$ cat src/rtl/vga_pkg.sv
// vga_pkg: shared 640x480 VGA timing, logo geometry and pixel/coordinate types.
package vga_pkg;
    localparam int unsigned H_ACTIVE  = 640;
    localparam int unsigned H_FRONT   = 16;
    localparam int unsigned H_SYNC    = 96;
    localparam int unsigned H_BACK    = 48;
    localparam int unsigned H_TOTAL   = H_ACTIVE + H_FRONT + H_SYNC + H_BACK;
    localparam int unsigned V_ACTIVE  = 480;
    localparam int unsigned V_FRONT   = 10;
    localparam int unsigned V_SYNC    = 2;
    localparam int unsigned V_BACK    = 33;
    localparam int unsigned V_TOTAL   = V_ACTIVE + V_FRONT + V_SYNC + V_BACK;
    localparam int unsigned LOGO_SIZE = 64;
    localparam int unsigned LOGO_BITS = 6;

    typedef logic [9:0] coord_t;
    typedef logic [5:0] rgb_t;
endpackage

$ cat src/rtl/logo_motion.sv
// logo_motion: bouncing logo position/direction, bounce-driven tint and hit pulses.
module logo_motion
    import vga_pkg::*;
#(
    parameter int unsigned H_ACT  = vga_pkg::H_ACTIVE,
    parameter int unsigned V_ACT  = vga_pkg::V_ACTIVE,
    parameter int unsigned SIZE   = vga_pkg::LOGO_SIZE,
    parameter int unsigned SPEED  = 1,
    parameter int unsigned INIT_X = 100,
    parameter int unsigned INIT_Y = 50
) (
    input  logic   clk,
    input  logic   rst,
    input  logic   frame_tick,
    input  logic   pause,
    output coord_t x,
    output coord_t y,
    output rgb_t   tint,
    output logic   bounce,
    output logic   corner_hit
);
    localparam coord_t X_MAX = coord_t'(H_ACT - SIZE);
    localparam coord_t Y_MAX = coord_t'(V_ACT - SIZE);
    localparam coord_t STEP  = coord_t'(SPEED);

    logic   dx, dy, x_hit, y_hit, upd;
    coord_t x_nxt, y_nxt;

    // dx/dy high means moving towards increasing coordinates
    always_comb begin
        upd   = frame_tick && !pause;
        x_hit = dx ? (x + STEP >= X_MAX) : (x <= STEP);
        y_hit = dy ? (y + STEP >= Y_MAX) : (y <= STEP);
        x_nxt = x_hit ? (dx ? X_MAX : '0) : (dx ? x + STEP : x - STEP);
        y_nxt = y_hit ? (dy ? Y_MAX : '0) : (dy ? y + STEP : y - STEP);
    end

    always_ff @(posedge clk) begin
        if (rst) begin
            x          <= coord_t'(INIT_X);
            y          <= coord_t'(INIT_Y);
            dx         <= 1'b1;
            dy         <= 1'b1;
            tint       <= '0;
            bounce     <= 1'b0;
            corner_hit <= 1'b0;
        end else begin
            bounce     <= upd && (x_hit || y_hit);
            corner_hit <= upd && x_hit && y_hit;
            if (upd) begin
                x    <= x_nxt;
                y    <= y_nxt;
                dx   <= dx ^ x_hit;
                dy   <= dy ^ y_hit;
                tint <= tint + rgb_t'(x_hit || y_hit);
            end
        end
    end
endmodule

$ cat src/rtl/logo_sprite_engine.sv
// logo_sprite_engine: logo ROM addressing and 2-stage pixel pipeline with tint,
// transparency and sync signals delayed to stay aligned with the colour outputs.
module logo_sprite_engine
    import vga_pkg::*;
#(
    parameter int unsigned H_ACT  = vga_pkg::H_ACTIVE,
    parameter int unsigned V_ACT  = vga_pkg::V_ACTIVE,
    parameter int unsigned SPEED  = 1,
    parameter int unsigned INIT_X = 100,
    parameter int unsigned INIT_Y = 50
) (
    input  logic        clk,
    input  logic        rst,
    input  logic [9:0]  hpos,
    input  logic [9:0]  vpos,
    input  logic        display_on,
    input  logic        hsync_in,
    input  logic        vsync_in,
    input  logic        pause,
    output logic [11:0] rom_addr,
    input  logic [7:0]  rom_q,
    output logic [1:0]  r,
    output logic [1:0]  g,
    output logic [1:0]  b,
    output logic        hsync,
    output logic        vsync,
    output logic        bounce,
    output logic        corner_hit
);
    coord_t                 x, y;
    rgb_t                   tint, rgb, pix;
    logic                   frame_tick, in_sprite, s1_in, s1_de, hs1, vs1;
    logic [LOGO_BITS-1:0]   col, row;
    logic [1:0]             rom_q_unused;

    // fires once per frame in vertical blanking so the move never tears
    assign frame_tick   = vpos == coord_t'(V_ACT) && hpos == '0;
    assign rom_q_unused = rom_q[7:6];

    logo_motion #(
        .H_ACT  (H_ACT),
        .V_ACT  (V_ACT),
        .SIZE   (LOGO_SIZE),
        .SPEED  (SPEED),
        .INIT_X (INIT_X),
        .INIT_Y (INIT_Y)
    ) u_motion (
        .clk        (clk),
        .rst        (rst),
        .frame_tick (frame_tick),
        .pause      (pause),
        .x          (x),
        .y          (y),
        .tint       (tint),
        .bounce     (bounce),
        .corner_hit (corner_hit)
    );

    // low bits of the offset equal the low bits of the difference (mod 64)
    always_comb begin
        in_sprite = display_on && hpos >= x && hpos < x + coord_t'(LOGO_SIZE)
                    && vpos >= y && vpos < y + coord_t'(LOGO_SIZE);
        col       = hpos[LOGO_BITS-1:0] - x[LOGO_BITS-1:0];
        row       = vpos[LOGO_BITS-1:0] - y[LOGO_BITS-1:0];
        pix       = (s1_de && s1_in && rom_q[5:0] != '0) ? rom_q[5:0] ^ tint : '0;
    end

    always_ff @(posedge clk) begin
        if (rst) begin
            rom_addr <= '0;
            s1_in    <= 1'b0;
            s1_de    <= 1'b0;
            hs1      <= 1'b1;
            vs1      <= 1'b1;
            rgb      <= '0;
            hsync    <= 1'b1;
            vsync    <= 1'b1;
        end else begin
            rom_addr <= in_sprite ? {row, col} : '0;
            s1_in    <= in_sprite;
            s1_de    <= display_on;
            hs1      <= hsync_in;
            vs1      <= vsync_in;
            rgb      <= pix;
            hsync    <= hs1;
            vsync    <= vs1;
        end
    end

    assign {r, g, b} = rgb;
endmodule
$ cat config.mk
export PLATFORM = sky130hd
export DESIGN_NAME = logo_sprite_engine
export DESIGN_NICKNAME = d
export VERILOG_FILES = /design/src/rtl/vga_pkg.sv /design/src/rtl/logo_motion.sv /design/src/rtl/logo_sprite_engine.sv
export SDC_FILE = /design/constraint.sdc
export NUM_CORES = 1
export LEC_CHECK = 0
export BUFFER_PORTS_ARGS = -buffer_cell sky130_fd_sc_hd__buf_2
export CAP_MARGIN = 5
export CORE_UTILIZATION = 54
export DETAILED_ROUTE_END_ITERATION = 6
export GPL_TIMING_DRIVEN = 0
export PLACE_DENSITY = 0.87
export SLEW_MARGIN = 25
export SYNTH_ARGS = -nofsm -noshare
export SYNTH_HDL_FRONTEND = slang
export SYNTH_SLANG_ARGS = --single-unit
$ cat constraint.sdc
create_clock -name clk -period 4.9 [get_ports clk]
set_clock_uncertainty 0.05 [all_clocks]
set_input_delay 0.735 -clock clk [delete_from_list [all_inputs] [get_ports clk]]
set_output_delay 0.735 -clock clk [all_outputs]
set_load 0.005 [all_outputs]
==> results.toml, run 1 <==
[placement]
dp_hpwl_um = 7820
io_buffer_count = 52
preCtsSetupSlack_ns = 1.76
routabilityCongestion = 0.922

[timing]
slew_violations = 0
final-hold-violation-count = 0
setup-violations-final = 0
fin_crit_sh = 0.613
slew_headroom = 0.553
fmax_mhz = 333
worst_pin_slew_ns = 0.667
finalSetupTns_ns = 0
fin_crit_ns = 3.00
rsz0062_at_grt = "no"
layout_setup_ws_ns = 1.90

[finish]
regArea_um2 = 1080
fin_nets = 616
multiInputGateArea_um2 = 2590
diodes = 0
syn_to_final_growth_pct = 12.2
drive_gt1_frac = 0.185
fillCellCount = 644

[synth]
ys_seq_area_frac = 0.275
synth_compound_area_frac = 0.194
yosys-mux-area-fraction = 0.00255
netlist_instances = 481
synthAdderAreaFrac = 0.138
synth_top_area_frac = 0.275
yosys_warnings = 0
synth_cell_type_count = 66
synth-edff-count = 0
synth_nets = 557
synth_xor_xnor_area_share = 0.0558
synth-simple-area-share = 0.270
yosys.area.top_type = "dfxtp_1"
syn_avg_cell_area_um2 = 8.17
synth_top_family_by_area = "simple AND/OR/NAND/NOR gates"
synthArstFlopShare = 0
syn-cell-area_um2 = 3930
synth-main-ff-cell = "dfxtp_1"
synthTopCellsByArea = "dfxtp_1 28%, ha_1 13%, xnor2_1 4.2%"
ys_ff_latch = 54

[clock_tree]
htreeDepth = 2
clk_latency_ns = 0.32
cts_resized = 0
clkTransAtPathRegs_ns = 0.11
tritoncts = "built"
numClockSinks = 54
cts_setup_buffers = 0
cts_root_buf = "clkbuf_8"
cts_hold_buf = 0
cts_buffers = 5
cts_buffer_depth = 2

[setup_path]
critical_path_required_ns = 5.07
setup.worst_path.class = "flip-flop to flip-flop"
crit_fanout = 10
end_kind = "flip-flop"
crit_start = "u_motion.x[7]"
reg2reg_from = "u_motion.x[7]"
cp.arrival_ns = 3.17
start_kind = "flip-flop"

[die]
initial_core_util = 0.569
core_area_um2 = 6910
die_height_um = 87.3
io_pins = 56
die_x_um = 87.3
dieArea_um2 = 7620
rows = 30

[power]
internal_power_mw = 0.632
powerDensity_nw_per_um2 = 209
switching_power_mw = 0.287
power.share.clock = 0.298
combPwrFrac = 0.201
power_leakage_nw = 1.81
p_sw_frac = 0.312
irDropWorstVdd_v = 0.000115
seqPwrFrac = 0.500

[routing]
dr.pass1.iters = 5
via_count = 3881
initialDrtViolationCount = 324
via_per_inst = 6.09
wl_per_cell_um = 16.1
drc = 0
drt_wl_total_um = 10300
ant_nets = 0

[outcome]
status = "finished clean"

[grt]
grt_start_max_net_pins = 20
grt_pass1_vias = 3514
antenna_found_initial = 0
grt_usage = 0.277
grt_pass1_wl_um = 16700
grt_overflow_total = 0

[hold_path]
min_path_type = "flip-flop to flip-flop"
hp-start = "vs1"

[job]
maxCapViolCount = 0
state kept, by name, indices dropped and copies added (netlist names):
name / flops
u_motion.x: 10
u_motion.bounce: 1
u_motion.dx: 1
rgb: 6
vs1: 1
hsync: 1
s1_in: 1
u_motion.dy: 1
rom_addr: 12
u_motion.tint: 6
s1_de: 1
u_motion.corner_hit: 1
hs1: 1
u_motion.y: 10
vsync: 1
placed cells by master, fill, tap and decap left out, types with 3 or more instances in the layout:
cell and n:
a211oi_1 4, a21o_1 6, a21oi_1 26, a221oi_1 3, a31oi_1 8, and2_1 3, and4_1 3, buf_2 62
buf_6 4, clkbuf_1 9, clkbuf_8 5, dfxtp_1 54, ha_1 40, inv_1 34, nand2_1 37, nand3_1 20
nand4_1 13, nor2_1 37, nor2b_1 8, nor3_1 23, nor3b_1 3, nor4_1 19, o21a_1 7, o21ai_0 16
o31a_1 3, o31ai_1 7, or2_2 8, or3_1 4, xnor2_1 19, xor2_1 6
worst paths after layout:
check | endpoint | slack (ns) | cells past startpoint
worst max register to register | rom_addr[11] | 1.90 | 12
worst min-delay path | vsync | 0.37 | 1
worst max-delay path | rom_addr[11] | 1.90 | 12
worst min register to register | vsync | 0.37 | 1
synthesized netlist by cell type (3+ instances only):
master / count
a21oi_1: 26
clkbuf_1: 9
a211oi_1: 4
inv_1: 34
xnor2_1: 19
nor4_1: 19
and4_1: 3
xor2_1: 6
a31oi_1: 8
buf_2: 10
dfxtp_1: 54
or3_1: 4
nand4_1: 13
buf_6: 4
and2_1: 3
o31ai_1: 7
o31a_1: 3
nand3_1: 20
or2_2: 8
nand2_1: 37
nor3b_1: 3
ha_1: 40
o21ai_0: 16
a21o_1: 6
nor2b_1: 8
nor2_1: 37
a221oi_1: 3
nor3_1: 23
o21a_1: 7
power by group through the flow:
stage          registers (mW)  logic (mW)  clock network, mW
6_report                0.460       0.185              0.274
5_1_grt                 0.461       0.207              0.294
4_1_cts                 0.460       0.183              0.276
3_5_place_dp            0.470       0.181                  0
3_3_place_gp            0.469       0.173                  0
2_1_floorplan           0.468       0.129                  0
routing by layer:
layer / up-vias / track usage / routed length [um] / part of all wire
met3: 28 / 0.0360 / 694 / 0.068
li1: 1871 / - / - / -
met5: - / 0 / 0 / 0
met1: 1816 / 0.366 / 4460 / 0.43
met4: 0 / 0.0835 / 231 / 0.023
met2: 166 / 0.471 / 4880 / 0.48
logic make-up (layout without fill, tap and decap cells):
kind of cell | Yosys count | count (layout)
multiplexers | 1 | 1
XOR/XNOR | 25 | 25
AND/OR/NAND/NOR | 195 | 195
flip-flops | 54 | 54
buffers and inverters | 57 | 117
AO/OA/AOI/OAI | 107 | 107
adder cells (fa/ha/maj) | 42 | 42
layout make-up:
type                       count  share of cell area
inverter                      34              0.0290
sequential                    54               0.245
timing repair buffer          52              0.0591
multi-input combinational    370               0.588
tap                           96              0.0273
clock buffer                   5              0.0156
clock inverter                 3             0.00653
buffer                        23              0.0293
through the flow:
| step | power, mW | instance area [um^2] | cells | utilization | hold WS, ns |
|---|---|---|---|---|---|
| after detailed placement | 0.651 | 4310 | 629 | 0.624 | 0.344 |
| after global routing | 0.962 | 4410 | 637 | 0.638 | 0.391 |
| after floorplan | 0.596 | 3930 | 481 | - | 0.339 |
| after CTS | 0.919 | 4410 | 637 | 0.638 | 0.370 |
| final | 0.919 | 4410 | 637 | 0.638 | 0.369 |
| after global placement | 0.642 | 4310 | 629 | 0.624 | 0.342 |
critical path, stage by stage, from the launching register on:
cell and delay (ns):
dfxtp_1 0.35, clkbuf_1 0.29, inv_1 0.15, ha_1 0.30, inv_1 0.04, ha_1 0.28
nand4_1 0.08, nand3_1 0.08, a221oi_1 0.33, a21boi_1 0.31, o31ai_2 0.13, buf_2 0.20
nor4_1 0.31
Note: power is estimated with default switching activity, not from simulation.
==> run 2, diff against run 1 <==
--- a/config.mk
+++ b/config.mk
@@ -5,12 +5,13 @@
 export SDC_FILE = /design/constraint.sdc
 export NUM_CORES = 1
 export LEC_CHECK = 0
+export ABC_AREA = 1
 export BUFFER_PORTS_ARGS = -buffer_cell sky130_fd_sc_hd__buf_2
 export CAP_MARGIN = 5
-export CORE_UTILIZATION = 54
+export CORE_UTILIZATION = 53
 export DETAILED_ROUTE_END_ITERATION = 6
 export GPL_TIMING_DRIVEN = 0
-export PLACE_DENSITY = 0.87
+export PLACE_DENSITY = 0.88
 export SLEW_MARGIN = 25
 export SYNTH_ARGS = -nofsm -noshare
 export SYNTH_HDL_FRONTEND = slang
==> constraint.sdc (replaced) <==
create_clock -name clk -period 2.58 [get_ports clk]
set_clock_uncertainty 0.05 [all_clocks]
set_input_delay 0.387 -clock clk [delete_from_list [all_inputs] [get_ports clk]]
set_output_delay 0.387 -clock clk [all_outputs]
set_load 0.005 [all_outputs]
==> run 2 against run 1 <==
Effect of this change:
- synthesized area grew 2.5%
- sequential power grew 81%
- critical endpoint is now u_motion.tint[2]
- setup slack lost 1.8 ns
- synthesized cell count grew 28%
==> results.toml, run 2 <==
[die]
core_area_um2 = 7290
dieArea_um2 = 7950
io_pins = 56
rows = 31
die_x_um = 89.2
die_height_um = 89.2
initial_core_util = 0.552

[clock_tree]
cts_buffer_depth = 2
cts_buffers = 5
tritoncts = "built"
htreeDepth = 2
clkTransAtPathRegs_ns = 0.10
clk_latency_ns = 0.32
numClockSinks = 54
cts_root_buf = "clkbuf_8"

[synth]
synth_nets = 692
synth-edff-count = 0
ys_ff_latch = 54
syn_avg_cell_area_um2 = 6.54
ys_seq_area_frac = 0.268
yosys_warnings = 0
yosys.area.top_type = "dfxtp_1"
synth.most_common_cell = "nand2_1"
netlist_instances = 616
synth_cell_type_count = 35
syn-cell-area_um2 = 4030
synth-main-ff-cell = "dfxtp_1"
synthArstFlopShare = 0
synth_common_cells = "147 x nand2_1, 95 x nor2_1, 75 x inv_1, 54 x dfxtp_1, 54 x nand3_1"
synthTopCellsByArea = "dfxtp_1 27%, nand2_1 14%, ha_1 12%"
synth_top_area_frac = 0.268

[power]
p_sw_frac = 0.245
power.share.clock = 0.380
switching_power_mw = 0.397
internal_power_mw = 1.22
design_power_total_mw = 1.62
powerDensity_nw_per_um2 = 351
power_leakage_nw = 2.24
seqPwrFrac = 0.515
combPwrFrac = 0.105
irDropWorstVdd_v = 0.000206

[finish]
final_util = 0.632
layout_commonest_cell = "nand2_1"
drive_gt1_frac = 0.163
largest_reg_flops = 12
fin_nets = 755
diodes = 0
final_cell_count_no_fill = 779
fillCellCount = 704
top_register = "rom_addr"
reg.largest.list = "rom_addr (12), u_motion.x (10), u_motion.y (10)"
syn_to_final_growth_pct = 14.5
final_cell_mix = "146 x nand2_1, 94 x nor2_1, 73 x inv_1, 58 x buf_2, 53 x nand3_1"

[routing]
dr.pass1.iters = 6
via_per_inst = 5.33
drc = 0
drt_wl_total_um = 10300
initialDrtViolationCount = 186
ant_nets = 0
via_count = 4154
wl_per_cell_um = 13.2

[setup_path]
cp_slowest_cell = "dfxtp_4"
crit_fanout = 6
end_kind = "flip-flop"
start_kind = "flip-flop"
cpMostUsedCell = "nand2_1"
rrSetupSlack_ns = 0.12
crit_chain = "ha_1, nand2_1, nor2_2, nand4_1, nand2_1, nand3_2, nand2_2, nand2_4, inv_1, nand2_1, ha_2, ha_1, inv_1, nor2_4, xnor2_1, nor2_1"
cp.arrival_ns = 2.60
crit_start = "u_motion.x[1]"
reg2reg_to = "u_motion.tint[2]"
setup.worst_path.class = "flip-flop to flip-flop"
critPathMaxStageDelay_ns = 0.40
reg2reg_from = "u_motion.x[1]"
critical_path_required_ns = 2.72
r2r_cells = 16

[hold_path]
hp-start = "vsync_in"
holdPathEnd = "vs1"
hold_depth = 2
min_path_type = "input port to flip-flop"

[timing]
fin_crit_ns = 2.46
setup-violations-final = 0
slew_violations = 0
fmax_mhz = 407
rsz0062_at_grt = "yes"
worst_pin_slew_ns = 0.483
fin_crit_sh = 0.952
slew_headroom = 0.678
final-hold-violation-count = 0
layout_setup_ws_ns = 0.125

[grt]
grt_overflow_total = 0
use_met3 = 0.0332
grt_start_max_net_pins = 18
use_met1 = 0.319
use_met2 = 0.464
grt_pass1_vias = 3733
grt_usage = 0.262
top_usage_layer = "met2"
grt_pass1_wl_um = 16200
antenna_found_initial = 0

[placement]
place_inst = 768
routabilityCongestion = 0.944
dp_hpwl_um = 8050
io_buffer_count = 53
preCtsSetupSlack_ns = -0.0194

[job]
maxCapViolCount = 0

[outcome]
status = "finished clean"
-- run 2: changes by cell type after synthesis, sizes merged, moves of 9 or more --
cell   change
nor3      -18
o21ai      +9
nand3     +39
inv       +42
nand2    +115
nor2      +64
nor4      -21
-- run 2: layout make-up --
type	instances	area (um^2)	area share
repair buffers	56	288	0.0624
plain buffers	11	52.6	0.0114
flip-flops and latches	54	1100	0.239
clock inverters	2	38.8	0.00841
inverters	76	285	0.0619
well taps	99	124	0.0269
multi-input cells	475	2640	0.572
clock buffers	6	82.6	0.0179
-- run 2: repair_timing --
action | 4_1_cts | 5_1_grt
buffers inserted | 0 | 3
setup endpoints to repair | 4 | 15
endpoints found under the hold margin | 0 | 0
hold buffers | 0 | 0
gates resized for setup | 3 | 19
pin swaps | 0 | 3
-- run 2: cells by family after synthesis --
group	share of synthesized area
and+or+nand+nor	0.374
buffers and inverters	0.0839
AOI/OAI and AO/OA	0.0876
DFF	0.268
adders and majority gates	0.134
xor gates and xnor gates	0.0522
-- run 2: per-stage QoR --
| step | area (um^2) | TNS (ns) | hold WS, ns |
|---|---|---|---|
| after global placement | 4420 | 0 | 0.347 |
| after CTS | 4540 | 0 | 0.203 |
| after global routing | 4610 | -0.0304 | 0.205 |
| final | 4610 | 0 | 0.204 |
| after detailed placement | 4420 | -0.0350 | 0.351 |
| after floorplan | 4030 | 0 | 0.339 |
-- run 2: metal layers --
metal	share of wire	wire length (um)	up-vias
li1	-	-	2094
met1	0.43	4430	1886
met2	0.49	4990	144
met3	0.050	515	30
met4	0.033	340	0
met5	0	0	-
-- run 2: how the worst max path moves through the flow --
stage                                  end  slack (ns)  depth (start not counted)
after detailed placement  u_motion.tint[2]       -0.02                         16
after CTS                 u_motion.tint[2]        0.02                         17
after global placement               s1_in        0.04                         14
after floorplan           u_motion.tint[2]        0.37                         17
after global routing      u_motion.tint[2]       -0.03                         17
final                     u_motion.tint[2]        0.12                         16
-- run 2: power by group through the flow --
stage | Combinational [mW] | Clock, mW | Sequential [mW]
2_1_floorplan | 0.102 | 0 | 0.859
4_1_cts | 0.169 | 0.619 | 0.839
3_5_place_dp | 0.167 | 0 | 0.859
5_1_grt | 0.191 | 0.655 | 0.835
3_3_place_gp | 0.160 | 0 | 0.859
6_report | 0.170 | 0.616 | 0.834
-- run 2: worst max-delay path: cells and delay by family, from the launching register on --
kind / cells / cell delay (ns)
xor+xnor: 1 / 0.14
simple gates: 10 / 1.03
flops: 1 / 0.40
fa+ha+maj: 3 / 0.52
buf+inv: 2 / 0.20
